**src/rtl/apb_master.sv**
```systemverilog
// APB3 requester: turns a single-outstanding command/response handshake into
// SETUP/ACCESS transfers, with wait states, slave errors and a bounded ACCESS wait.
module apb_master #(
    parameter int ADDR_WIDTH = 8,
    parameter int DATA_WIDTH = 32,
    parameter int TIMEOUT    = 16
) (
    input  logic                  PCLK,
    input  logic                  PRESETn,
    // command side
    input  logic                  cmd_valid,
    output logic                  cmd_ready,
    input  logic                  cmd_write,
    input  logic [ADDR_WIDTH-1:0] cmd_addr,
    input  logic [DATA_WIDTH-1:0] cmd_wdata,
    // response side
    output logic                  rsp_valid,
    output logic [DATA_WIDTH-1:0] rsp_rdata,
    output logic                  rsp_err,
    output logic                  rsp_timeout,
    // APB side
    output logic                  PSEL,
    output logic                  PENABLE,
    output logic                  PWRITE,
    output logic [ADDR_WIDTH-1:0] PADDR,
    output logic [DATA_WIDTH-1:0] PWDATA,
    input  logic [DATA_WIDTH-1:0] PRDATA,
    input  logic                  PREADY,
    input  logic                  PSLVERR
);

    // A zero TIMEOUT still needs a one-bit counter so the declarations stay legal.
    localparam int                CNT_W   = (TIMEOUT > 0) ? $clog2(TIMEOUT + 1) : 1;
    localparam bit                TO_EN   = (TIMEOUT > 0);
    localparam logic [CNT_W-1:0]  TO_LAST = (TIMEOUT > 0) ? CNT_W'(TIMEOUT - 1) : '0;

    typedef enum logic [1:0] {
        ST_IDLE   = 2'd0,
        ST_SETUP  = 2'd1,
        ST_ACCESS = 2'd2
    } state_t;

    state_t           r_state;
    logic [CNT_W-1:0] r_wait_cnt;
    logic             w_timeout;

    assign cmd_ready = (r_state == ST_IDLE);

    // PREADY wins over an expiring counter: timeout only fires while the slave still stalls.
    assign w_timeout = TO_EN && !PREADY && (r_wait_cnt == TO_LAST);

    // Transfer sequencer with registered APB and response outputs.
    always_ff @(posedge PCLK or negedge PRESETn) begin
        if (!PRESETn) begin
            r_state     <= ST_IDLE;
            r_wait_cnt  <= '0;
            PSEL        <= 1'b0;
            PENABLE     <= 1'b0;
            PWRITE      <= 1'b0;
            PADDR       <= '0;
            PWDATA      <= '0;
            rsp_valid   <= 1'b0;
            rsp_rdata   <= '0;
            rsp_err     <= 1'b0;
            rsp_timeout <= 1'b0;
        end else begin
            rsp_valid <= 1'b0;
            case (r_state)
                ST_IDLE: begin
                    PENABLE <= 1'b0;
                    if (cmd_valid) begin
                        r_state <= ST_SETUP;
                        PSEL    <= 1'b1;
                        PWRITE  <= cmd_write;
                        PADDR   <= cmd_addr;
                        PWDATA  <= cmd_wdata;
                    end else begin
                        PSEL    <= 1'b0;
                    end
                end
                ST_SETUP: begin
                    r_state    <= ST_ACCESS;
                    r_wait_cnt <= '0;
                    PSEL       <= 1'b1;
                    PENABLE    <= 1'b1;
                end
                ST_ACCESS: begin
                    if (PREADY) begin
                        r_state     <= ST_IDLE;
                        PSEL        <= 1'b0;
                        PENABLE     <= 1'b0;
                        rsp_valid   <= 1'b1;
                        rsp_err     <= PSLVERR;
                        rsp_timeout <= 1'b0;
                        rsp_rdata   <= PWRITE ? '0 : PRDATA;
                    end else if (w_timeout) begin
                        r_state     <= ST_IDLE;
                        PSEL        <= 1'b0;
                        PENABLE     <= 1'b0;
                        rsp_valid   <= 1'b1;
                        rsp_err     <= 1'b1;
                        rsp_timeout <= 1'b1;
                        rsp_rdata   <= '0;
                    end else begin
                        r_wait_cnt  <= r_wait_cnt + CNT_W'(1);
                    end
                end
                default: begin
                    r_state <= ST_IDLE;
                    PSEL    <= 1'b0;
                    PENABLE <= 1'b0;
                end
            endcase
        end
    end

endmodule

```
**config.mk**
```make
export PLATFORM = sky130hd
export DESIGN_NAME = apb_master
export DESIGN_NICKNAME = d
export VERILOG_FILES = /design/src/rtl/apb_master.sv
export SDC_FILE = /design/constraint.sdc
export NUM_CORES = 1
export LEC_CHECK = 0
export ABC_CLOCK_PERIOD_IN_PS = 2700
export BUFFER_PORTS_ARGS = -buffer_cell sky130_fd_sc_hd__buf_2
export CAP_MARGIN = 20
export CORE_MARGIN = 2
export CORE_UTILIZATION = 50
export DETAILED_ROUTE_END_ITERATION = 12
export HOLD_SLACK_MARGIN = 0.08
export PLACE_DENSITY = 0.95
export SYNTH_ARGS = -nofsm -noshare
export SYNTH_HDL_FRONTEND = slang
export SYNTH_SLANG_ARGS = --single-unit
```
**constraint.sdc**
```tcl
create_clock -name PCLK -period 2.7 [get_ports PCLK]
set_input_delay 0.135 -clock PCLK [delete_from_list [all_inputs] [get_ports PCLK]]
set_output_delay 0.135 -clock PCLK [all_outputs]
set_load 0.02 [all_outputs]
```
==> results by group <==
Job
  • MaxCap Viol Count: 0

Placed design
  • Routability congestion estimate: 0.800
  • Dpl ws: 0.764 ns
  • Detailed Place HPWL: 5200 um
  • Number of buffers inserted by port buffering: 156

GRT
  • Residual overflow from global routing: 0
  • Maximum number of pins on one net before global-route repair: 86
  • First-pass GRT wire length: 14800 um
  • Antenna violations before repair: 0
  • Vias in the first global route: 2947
  • Combined global-route utilization of all metal layers: 26.0%

Yosys
  • Dominant cells by area after synthesis: dfrtp_1, mux2_4, a22o_1
  • EDFF count, synth: 0
  • Top cell type's share of synthesized area: about three fifths
  • Most frequent cell after synthesis: dfrtp_1
  • Yosys Warn Count: 0
  • Top post-synthesis cells by count: dfrtp_1, mux2_4, a22o_1
  • Cell type contributing the most total cell area after synthesis: dfrtp_1
  • Primary flip-flop cell chosen by synthesis mapping: dfrtp_1
  • Flip-flop and latch count after synthesis: 85
  • Cell Area, Synth: around 0.0034 mm^2
  • Synthesized netlist cell count: roughly 220
  • Post-synthesis sequential area ratio: 61.9%
  • Post-synth ARST share: 100%
  • Post-synth cell types: 32
  • Syn Area/Cell: 15.8 um^2
  • Mapped Nets: 298

Die
  • Y dimension of the die: 86.9 um
  • Starting utilization of the core area: approximately 50%
  • Area of the core: 0.00672 mm^2
  • Overall die area: 0.00755 mm^2
  • Overall die width: 86.9 um
  • Rows: 30
  • I/O pin cnt: 157

Timing
  • Final critical delay including setup and external delays: about 2.0 ns
  • Maximum frequency from static timing analysis: 0.506 GHz
  • Final period util: 73.2%
  • Clock Skews: 0.0137 ns
  • Post-route worst setup slack: between 0.7 and 0.8 ns
  • RSZ-0062 raised after global routing: no
  • Total negative slack: 0 ns
  • Number of failing setup endpoints in the final timing report: 0
  • Max transition margin: 66.8%
  • Max-slew violations: 0
  • Worst Max-Slew Pin Slew: 0.499 ns
  • Number of hold violations in the final report: 0

Worst setup path
  • Crit path max fanout: 33
  • Arrival time worst endpoint: ~2.3 ns
  • Nature of the critical path startpoint: flip-flop
  • Worst endpoint required time: roughly 3.0 ns
  • Critical path endpoint category: flip-flop
  • Critical path type: reg -> reg

Min path
  • Type of the most critical hold path: in -> reg

CTS
  • TritonCTS clock tree: yes
  • Clock slew at the register clock pins of the worst setup and hold paths: 0.09 ns
  • Count of clock tree sinks: 85
  • Post-cts resize count: 0
  • Maximum buffer depth of the clock tree: 2
  • Skew-Pair Late Insertion Delay: 0.34 ns
  • Number of buffers created by CTS: 9
  • Library cell used as clock root buffer: clkbuf_8
  • Maximum level of the CTS H-tree: 3

Power
  • Max rail drop VDD: 0.596 mV
  • Ratio of total power to cell area: 1120 mW/mm^2
  • Pleak: 2.68 nW

Finish
  • Fillcell total: ~370
  • Nets@finish: 529
  • Final core area utilization: 77.7%
  • Layout overhead on the synthesized area: 52.0%
  • Fraction of layout cells with a size suffix above 1: 48.7%

Detailed routing
  • DR pass1 iterations: 4
  • Total routed wirelength: 9720 um
  • Wire length per cell after detailed routing: 18.2 um
  • Count of vias placed by the detailed router: ~2800
  • Drt initial violations: 96
  • Final antenna-violating net count: 0
  • Vias per Instance: 5.19
  • Detailed-route DRC error count: 0

Run status
  • Status: complete, no violations
==> metrics by stage <==
stage,cell area [um^2],power [mW],hold WS (ns),instances
after global placement,4230,4.61,0.352,442
after detailed placement,4230,4.71,0.356,442
after floorplan,3430,3.92,-0.161,218
final,5220,5.83,0.104,535
after global routing,5220,6.12,0.0948,534
after CTS,5200,5.78,0.0927,533
==> critical path, stage by stage (launching register included) <==
cell	delay, ns
dfrtp_1	0.44
ha_1	0.24
and3_1	0.19
ha_1	0.26
o21ai_2	0.17
buf_4	0.36
a22o_1	0.25
==> cell usage in the layout, fill, tap and decap left out, types with 2 or more instances in the layout <==
| cell type | Yosys | routed |
|---|---|---|
| buf_2 | 3 | 155 |
| dfrtp_1 | 85 | 85 |
| dlygate4sd3_1 | 0 | 75 |
| mux2_4 | 39 | 39 |
| a22o_1 | 32 | 32 |
| clkbuf_8 | 0 | 9 |
| a21oi_1 | 6 | 6 |
| inv_1 | 3 | 3 |
| nand2_1 | 3 | 3 |
| nor2_1 | 3 | 3 |
| o2bb2ai_1 | 3 | 3 |
| mux2_1 | 3 | 3 |
| buf_4 | 2 | 3 |
| and3_1 | 2 | 2 |
| nand3_1 | 2 | 2 |
| a31oi_1 | 2 | 2 |
| nor3_1 | 2 | 2 |
| nor4b_1 | 2 | 2 |
| o21ai_1 | 2 | 2 |
| ha_1 | 2 | 2 |
| bufinv_16 | 0 | 2 |
| clkinv_4 | 0 | 2 |
| buf_12 | 0 | 2 |
==> timing repair <==
item                      in CTS  in global routing
setup buffers                  0                  0
hold buffers                  75                  0
hold endpoints to repair     159                  0
==> routing by layer <==
metal	vias to the layer above	GRT usage, %	routed length (um)
met5	-	0	0
met4	0	11.9	293
met3	27	6.16	688
met2	129	46.4	5160
met1	1368	29.4	3580
li1	1254	-	-
==> cells by family after synthesis <==
group                    share of synthesized area [%]
AO/OA/AOI/OAI                                     10.9
AND/OR/NAND/NOR                                   4.23
flip-flops                                        61.9
buffers and inverters                             4.15
multiplexers                                      18.0
adder cells (fa/ha/maj)                          0.728
==> where the power goes <==
group	switching (mW)	internal (mW)	total, mW
registers	0.391	1.83	2.23
clock network	0.450	0.526	0.976
logic	1.40	1.22	2.62
==> layout make-up <==
class,count,area (um^2),share of cell area (%)
diodes,1,2.50,0.0479
clock buffers,9,124,2.37
clock inverters,7,98.8,1.89
inverters,4,15.0,0.288
multi-input cells,114,1160,22.3
flip-flops and latches,85,2130,40.7
well taps,80,100,1.92
repair buffers,235,1590,30.4
==> registers in the layout, summed over array words and instances, names as in the netlist, 2 cells and up <==
name / count
PADDR: 8
PWDATA: 32
r_state: 2
r_wait_cnt: 5
rsp_rdata: 32
==> final timing paths <==
path,to,from,slack (ns),cells after the start
hold reg to reg,rsp_err,rsp_err,0.51,1
max in group asynchronous,PWDATA[22],PRESETn,1.75,3
min in group asynchronous,rsp_rdata[31],PRESETn,0.32,2
setup reg to reg,rsp_rdata[13],r_wait_cnt[0],0.72,6
setup / recovery,rsp_rdata[13],r_wait_cnt[0],0.72,6
hold / removal,rsp_timeout,PREADY,0.10,2
No activity file was read; power rests on OpenSTA's default activity.
